$ cat src/rtl/round_ctrl.sv
// -----------------------------------------------------------------------------
// round_ctrl - game-round sequencer for the finger-dancer core
//
// Sits directly upstream of the round timer. It enables the timer (gameState),
// supplies the round length (roundTime) and clears it (timer_clr). It consumes
// the timer expiry pulse (timer_cout). It also tracks round number, score and
// lives, shortens the round as play progresses, and declares game over.
//
// Optional feature macro: ROUND_CTRL_PAUSE_EN
//   When defined, a level-sensitive 'pause' input is added. While pause=1 in
//   PLAY, the timer is frozen (gameState=0), all key/timer events are ignored
//   and the state is held. Without the macro there is no pause port.
//
// Ports
//   clk         in   1  system clock, rising edge
//   reset       in   1  asynchronous, active-low reset
//   start       in   1  1-cycle pulse: begin/restart a game (IDLE/OVER only)
//   key_hit     in   1  1-cycle pulse: correct key pressed this round
//   key_miss    in   1  1-cycle pulse: wrong key pressed this round
//   timer_cout  in   1  round timer expiry
//   pause       in   1  (ROUND_CTRL_PAUSE_EN only) freeze PLAY while high
//   gameState   out  1  timer count enable; high only in PLAY
//   roundTime   out  4  current round length to the timer
//   timer_clr   out  1  1-cycle pulse: clear timer count
//   new_round   out  1  1-cycle pulse: target generator shows next key
//   round_num   out  8  rounds started this game, saturates at 255
//   score       out  8  hits this game, saturates at 255
//   lives       out  2  remaining lives
//   game_over   out  1  high while in OVER
//   state_dbg   out  3  current FSM state (IDLE=0 ARM=1 PLAY=2 JUDGE=3 OVER=4)
//
// Handshake note: there is no valid/ready flow here. Every input is a
// single-cycle event (or, for pause, a level) sampled on the rising edge.
// Every output is a register that changes on the edge entering a state.
// -----------------------------------------------------------------------------
module round_ctrl #(
    parameter int INIT_TIME       = 9,
    parameter int MIN_TIME        = 2,
    parameter int ROUNDS_PER_STEP = 4,
    parameter int START_LIVES     = 3
) (
    input  logic       clk,
    input  logic       reset,
    input  logic       start,
    input  logic       key_hit,
    input  logic       key_miss,
    input  logic       timer_cout,
`ifdef ROUND_CTRL_PAUSE_EN
    input  logic       pause,
`endif
    output logic       gameState,
    output logic [3:0] roundTime,
    output logic       timer_clr,
    output logic       new_round,
    output logic [7:0] round_num,
    output logic [7:0] score,
    output logic [1:0] lives,
    output logic       game_over,
    output logic [2:0] state_dbg
);

    typedef enum logic [2:0] {
        IDLE  = 3'd0,
        ARM   = 3'd1,
        PLAY  = 3'd2,
        JUDGE = 3'd3,
        OVER  = 3'd4
    } state_t;

    localparam logic [3:0] INIT_T  = 4'(INIT_TIME);
    localparam logic [3:0] MIN_T   = 4'(MIN_TIME);
    localparam logic [1:0] LIVES_0 = 2'(START_LIVES);

    state_t     state, state_n;
    logic       outcome_hit, outcome_hit_n;  // result of the round being judged
    logic       game_state_n;
    logic [3:0] round_time_n;
    logic       timer_clr_n;
    logic       new_round_n;
    logic [7:0] round_num_n;
    logic [7:0] score_n;
    logic [1:0] lives_n;
    logic       game_over_n;
    logic       paused;
    logic       step_due;

`ifdef ROUND_CTRL_PAUSE_EN
    assign paused = pause;
`else
    assign paused = 1'b0;
`endif

    // The round being judged closes a block of ROUNDS_PER_STEP rounds.
    // round_num still holds that round's number while in JUDGE.
    assign step_due  = ((int'(round_num) % ROUNDS_PER_STEP) == 0);
    assign state_dbg = state;

    always_comb begin
        state_n       = state;
        outcome_hit_n = outcome_hit;
        game_state_n  = gameState;
        round_time_n  = roundTime;
        timer_clr_n   = 1'b0;
        new_round_n   = 1'b0;
        round_num_n   = round_num;
        score_n       = score;
        lives_n       = lives;
        game_over_n   = game_over;

        case (state)
            IDLE, OVER: begin
                // A new game: reinitialise and go straight into the first ARM.
                // round_num therefore becomes 1 on this same edge.
                if (start) begin
                    state_n      = ARM;
                    score_n      = 8'd0;
                    round_num_n  = 8'd1;
                    lives_n      = LIVES_0;
                    round_time_n = INIT_T;
                    timer_clr_n  = 1'b1;
                    new_round_n  = 1'b1;
                    game_state_n = 1'b0;
                    game_over_n  = 1'b0;
                end
            end

            ARM: begin
                state_n      = PLAY;
                game_state_n = 1'b1;
            end

            PLAY: begin
                if (paused) begin
                    game_state_n = 1'b0;
                end else begin
                    game_state_n = 1'b1;
                    // key_hit wins over any simultaneous miss or expiry
                    if (key_hit) begin
                        state_n       = JUDGE;
                        outcome_hit_n = 1'b1;
                        game_state_n  = 1'b0;
                        if (score != 8'hFF) score_n = score + 8'd1;
                    end else if (key_miss || timer_cout) begin
                        state_n       = JUDGE;
                        outcome_hit_n = 1'b0;
                        game_state_n  = 1'b0;
                        if (lives != 2'd0) lives_n = lives - 2'd1;
                    end
                end
            end

            JUDGE: begin
                game_state_n = 1'b0;
                if (lives == 2'd0) begin
                    state_n     = OVER;
                    game_over_n = 1'b1;
                end else begin
                    state_n     = ARM;
                    timer_clr_n = 1'b1;
                    new_round_n = 1'b1;
                    if (round_num != 8'hFF) round_num_n = round_num + 8'd1;
                    if (outcome_hit && step_due && (roundTime > MIN_T))
                        round_time_n = roundTime - 4'd1;
                end
            end

            default: begin
                state_n      = IDLE;
                game_state_n = 1'b0;
            end
        endcase
    end

    always_ff @(posedge clk or negedge reset) begin
        if (!reset) begin
            state       <= IDLE;
            outcome_hit <= 1'b0;
            gameState   <= 1'b0;
            roundTime   <= INIT_T;
            timer_clr   <= 1'b0;
            new_round   <= 1'b0;
            round_num   <= 8'd0;
            score       <= 8'd0;
            lives       <= LIVES_0;
            game_over   <= 1'b0;
        end else begin
            state       <= state_n;
            outcome_hit <= outcome_hit_n;
            gameState   <= game_state_n;
            roundTime   <= round_time_n;
            timer_clr   <= timer_clr_n;
            new_round   <= new_round_n;
            round_num   <= round_num_n;
            score       <= score_n;
            lives       <= lives_n;
            game_over   <= game_over_n;
        end
    end

endmodule

$ cat config.mk
export PLATFORM = sky130hd
export DESIGN_NAME = round_ctrl
export DESIGN_NICKNAME = d
export VERILOG_FILES = /design/src/rtl/round_ctrl.sv
export SDC_FILE = /design/constraint.sdc
export NUM_CORES = 1
export LEC_CHECK = 0
export CORE_UTILIZATION = 50
export CTS_CLUSTER_SIZE = 16
export DETAILED_ROUTE_END_ITERATION = 10
export PLACE_DENSITY = 0.78
export SKIP_CTS_REPAIR_TIMING = 1
export SYNTH_ARGS = -nofsm -noshare
export SYNTH_HDL_FRONTEND = slang
export SYNTH_SLANG_ARGS = --single-unit
$ cat constraint.sdc
create_clock -name clk -period 2.7 [get_ports clk]
set_clock_uncertainty 0.05 [all_clocks]
set_input_delay 0.405 -clock clk [delete_from_list [all_inputs] [get_ports clk]]
set_output_delay 0.405 -clock clk [all_outputs]
set_load 0.05 [all_outputs]
# Yosys cells after proc, flatten, opt, wreduce, memory -nomap -nowiden
# Cells that the tools add are included.
[classes]
n_lt_le_gt_ge = 1
eq_ne = 17
n_reduce_logical = 18
n_addsub = 4
n_mux = 33
[op_table]
columns = ["operator", "n"]
rows = [
  ["$mux 8", 6],
  ["$logic_not 32->1", 1],
  ["$pmux 8 s2", 2],
  ["$ne 2x2->1 const B", 10],
  ["$add 8x1->8 const B", 2],
  ["$ne 8x8->1 const B", 2],
  ["$mux 3", 4],
  ["$mux 4", 3],
  ["$pmux 3 s4", 1],
  ["$reduce_and 4->1", 3],
  ["$mux 1", 8],
  ["$mux 2", 4],
  ["$pmux 4 s2", 1],
  ["$reduce_bool 2->1", 4],
  ["$eq 3x2->1 const B", 2],
  ["$reduce_and 5->1", 1],
  ["$gt 4x2->1 const B", 1],
  ["$pmux 1 s2", 2],
  ["$pmux 2 s2", 1],
  ["$reduce_and 2->1", 2],
  ["$sub 4x1->4 const B", 1],
  ["$eq 3x1->1 const B", 1],
  ["$eq 3x3->1 const B", 1],
  ["$logic_not 3->1", 1],
  ["8 further kinds", 9],
]
[totals]
input_bits = 6
wordCells = 82
ff_bits = 29

# Longest topological paths before layout
[depth]
word_depth = 6
depth_mapped = 7

# Worst setup path after synthesis
# OpenSTA, ideal clock, no wires.
[synth_timing]
kind = "flip-flop to flip-flop"
start = "register lives[0]"
end = "register round_num[5]"
arrival_time_ps = 2170
path_stages_with_launch = 8
setup_ps = 77
synth_period_minus_slack_ps = 2297
slack_ps = 403
cell_sequence = "dfstp_2 inv_1 ha_1 clkbuf_2 and4bb_2 o32ai_2 or4_1 a21oi_1"
[synth_between]
elab_chain_cells = 3
[synth_lines]
columns = ["element", "line_no", "source"]
rows = [
  ["start, declared", "57", "output logic [1:0] lives,"],
  ["start signal, assigned", "195", "lives <= lives_n;"],
  ["$logic_not 2->1", "154", "if (lives == 2'd0) begin"],
  ["$ne 2x2->1 (no source line)", "n/a", ""],
  ["$reduce_and 4->1 (no source line)", "n/a", ""],
  ["end signal, assigned", "193", "round_num <= round_num_n;"],
  ["end, declared", "55", "output logic [7:0] round_num,"],
]
# No other way between the ends.
# A chain may end at the register's enable or synchronous reset.

# Final worst setup path
[layout_timing]
start = "register state[0] (netlist: state_dbg[0])"
end = "output state_dbg[0]"
[layout_lines]
columns = ["element", "line_no", "source"]
rows = [
  ["start, declared", "74", "state_t state, state_n;"],
  ["start signal, assigned", "187", "state <= state_n;"],
  ["end, declared", "59", "output logic [2:0] state_dbg"],
]
# No word-level cell between the ends.

==> results.json <==
{
  "max-clock-path-buffers": 2,
  "clock_latency_ps": 330,
  "io_buffer_count": 34,
  "grt_first_pass_wirelength_um": 5980,
  "ioPinCount": 35,
  "fin_crit_sh_pct": 88.1,
  "worst_slew_pin_slew_ps": 549,
  "ant_nets": 0,
  "hp-class": "input pin to asynchronous set/reset pin",
  "grt_max_degree": 30,
  "cts_root_buf": "clkbuf_4",
  "drc": 0,
  "power_switching_mw": 1.11,
  "cp_data_arrival_time_ps": 1920,
  "antenna_found_initial": 0,
  "clkTransAtPathRegs_ps": 90,
  "fin_tns_setup_ps": 0,
  "first_iter_violations": 103,
  "fin_ws_ps": 321,
  "postSynthCellCount": 159,
  "cap_violations": 0,
  "finalCriticalPeriod_ps": 2380,
  "clkSinkCount": 29,
  "num-fill-cells": 253,
  "crit_required_ps": 2250,
  "ys_warn_count": 0,
  "relSlewSlack_pct": 63.4,
  "dpl.hpwl_um": 2510,
  "outcome": "finished, final reports clean",
  "die_h_um": 59.1,
  "chipWidth_um": 59.1,
  "cts_buffers": 5,
  "synth_top_cell_by_area": "dfrtp_1",
  "track_usage_pct": 23.3,
  "seq_area_sq_um": 731,
  "wl_per_cell_um": 14.4,
  "syn_to_final_growth_pct": 25.6,
  "avgSynthCellArea_sq_um": 10.2,
  "routed-via-count": 1331,
  "ir_drop_mv": 0.764,
  "max_freq_mhz": 420,
  "nNetsFinal": 208,
  "p_leak_nw": 0.859,
  "seq_area_frac_synth_pct": 44.9,
  "ys_ff_latch": 29,
  "sw_frac_of_total_pct": 49.6,
  "rows": 20,
  "grt-ovfl-total": 0,
  "cp_top_family": "buffers and inverters",
  "start_kind": "flip-flop",
  "synthDistinctLibCells": 48,
  "finalSetupViolations": 0,
  "syn-num-nets": 171,
  "hold_viol": 0,
  "intPower_mw": 1.13,
  "crit_path_end_kind": "output pin",
  "htree_levels": 2,
  "start_util_pct": 52.9,
  "crit_path_max_incr_delay_ps": 910,
  "clockPowerShare_pct": 12.1,
  "antenna_cells": 0,
  "power_frac_seq_pct": 33.8,
  "grt_pass1_vias": 1270,
  "multi_input_area_sq_um": 812,
  "gp_congestion": 0.831,
  "netlist_area_sq_um": 1630,
  "path_buf_inv": 1,
  "slowest_stage": "clkdlybuf4s50_1",
  "core_area_sq_um": 3080,
  "wl_um": 3480,
  "comb_power_share_pct": 54.1,
  "path_cells": "clkdlybuf4s50_1",
  "tritoncts": "built",
  "synth_top_area_share_pct": 38.4,
  "synth-main-ff-cell": "dfrtp_1",
  "synth_edf_count": 0,
  "dr.pass1.iters": 4,
  "power_density_nw_per_um2": 1100,
  "pre_cts_slack_ps": 463,
  "crit_fanout": 13,
  "synth_area_leaders": "dfrtp_1 (38%), dfstp_2 (6.5%), ha_1 (4.6%)",
  "drive_above_1_share_pct": 14.2,
  "via_per_inst": 5.52,
  "async_reset_ff_share_pct": 100,
  "rsz0062_at_grt": "no",
  "critPathKind": "flip-flop to output pin",
  "dieArea_sq_um": 3490,
  "maxSlewViolCount": 0
}
==> metal layers <==
metal	vias to the layer above	GRT usage, %	part of all wire, %
met1	635	28.6	45
met2	39	38.8	50
li1	650	-	-
met3	7	4.80	3.2
met5	-	0	0
met4	0	11.6	2.0
==> final timing paths <==
check / end / cells past startpoint / startpoint / slack [ps]
max in group asynchronous: lives[0] / 2 / reset / 1880
worst min register to register: gameState / 2 / gameState / 440
worst min-delay path: round_num[3] / 2 / reset / 400
min in group clk: gameState / 2 / gameState / 440
worst max register to register: round_num[5] / 6 / lives[0] / 450
worst max-delay path: state_dbg[0] / 1 / state_dbg[0] / 320
==> cell usage in the layout, fill, tap and decap left out, types with 3 or more instances in the layout <==
cell,n
a21boi_0,3
a21oi_1,9
clkbuf_4,5
clkdlybuf4s50_1,34
dfrtp_1,25
dfstp_2,4
ha_1,6
inv_1,9
mux2i_1,6
nand2_1,18
nand3_1,9
nand3b_1,3
nor2_1,8
nor3_1,3
o21ai_0,8
o31ai_1,3
or4_1,3
==> metrics by stage <==
stage	instances	hold slack, ps	total power [mW]	area, sq um	util (%)
after floorplan	159	59.4	1.64	1630	-
after global placement	233	417	1.94	1990	64.6
after detailed placement	233	427	1.98	1990	64.6
after CTS	241	415	2.26	2050	66.5
after global routing	241	435	2.39	2050	66.5
final	241	401	2.24	2050	66.5
==> final cells by class <==
| type | count | area share, % |
|---|---|---|
| tap | 44 | 2.69 |
| timing repair buffer | 36 | 17.4 |
| clock buffer | 8 | 2.87 |
| multi-input combinational | 115 | 39.7 |
| sequential | 29 | 35.7 |
| inverter | 9 | 1.65 |
==> power by group through the flow <==
stage          clock network (mW)  logic, mW  registers [mW]
2_1_floorplan                   0      0.545            1.10
3_3_place_gp                    0       1.19           0.753
3_5_place_dp                    0       1.22           0.765
4_1_cts                     0.281       1.22           0.756
5_1_grt                     0.301       1.30           0.783
6_report                    0.271       1.21           0.758
==> flip-flops by register name, summed over array words and instances, names as in the netlist <==
signal	cells
gameState	1
game_over	1
lives	2
new_round	1
outcome_hit	1
roundTime	4
round_num	8
score	8
state_dbg	3
==> synth_stat cells, types with 2 or more instances <==
| library cell | instances |
|---|---|
| dfrtp_1 | 25 |
| nand2_1 | 18 |
| a21oi_1 | 9 |
| inv_1 | 9 |
| nand3_1 | 9 |
| nor2_1 | 8 |
| o21ai_0 | 8 |
| ha_1 | 6 |
| mux2i_1 | 6 |
| dfstp_2 | 4 |
| a21boi_0 | 3 |
| nand3b_1 | 3 |
| nor3_1 | 3 |
| o31ai_1 | 3 |
| or4_1 | 3 |
| a31oi_1 | 2 |
| and4bb_2 | 2 |
| buf_6 | 2 |
| nand4_1 | 2 |
| nor3b_4 | 2 |
| nor4_1 | 2 |
| or3_1 | 2 |
| or3_2 | 2 |
| xnor2_1 | 2 |
==> cells by family (layout without fill, tap and decap cells) <==
family,count (synthesis),in the layout,synth area share (%)
AOI/OAI and AO/OA,38,38,17.1
buffers and inverters,15,53,5.30
and+or+nand+nor,63,63,23.4
DFF,29,29,44.9
xor gates and xnor gates,2,2,1.08
adders and majority gates,6,6,4.61
muxes,6,6,3.69
Note: power is estimated with default switching activity, not from simulation.
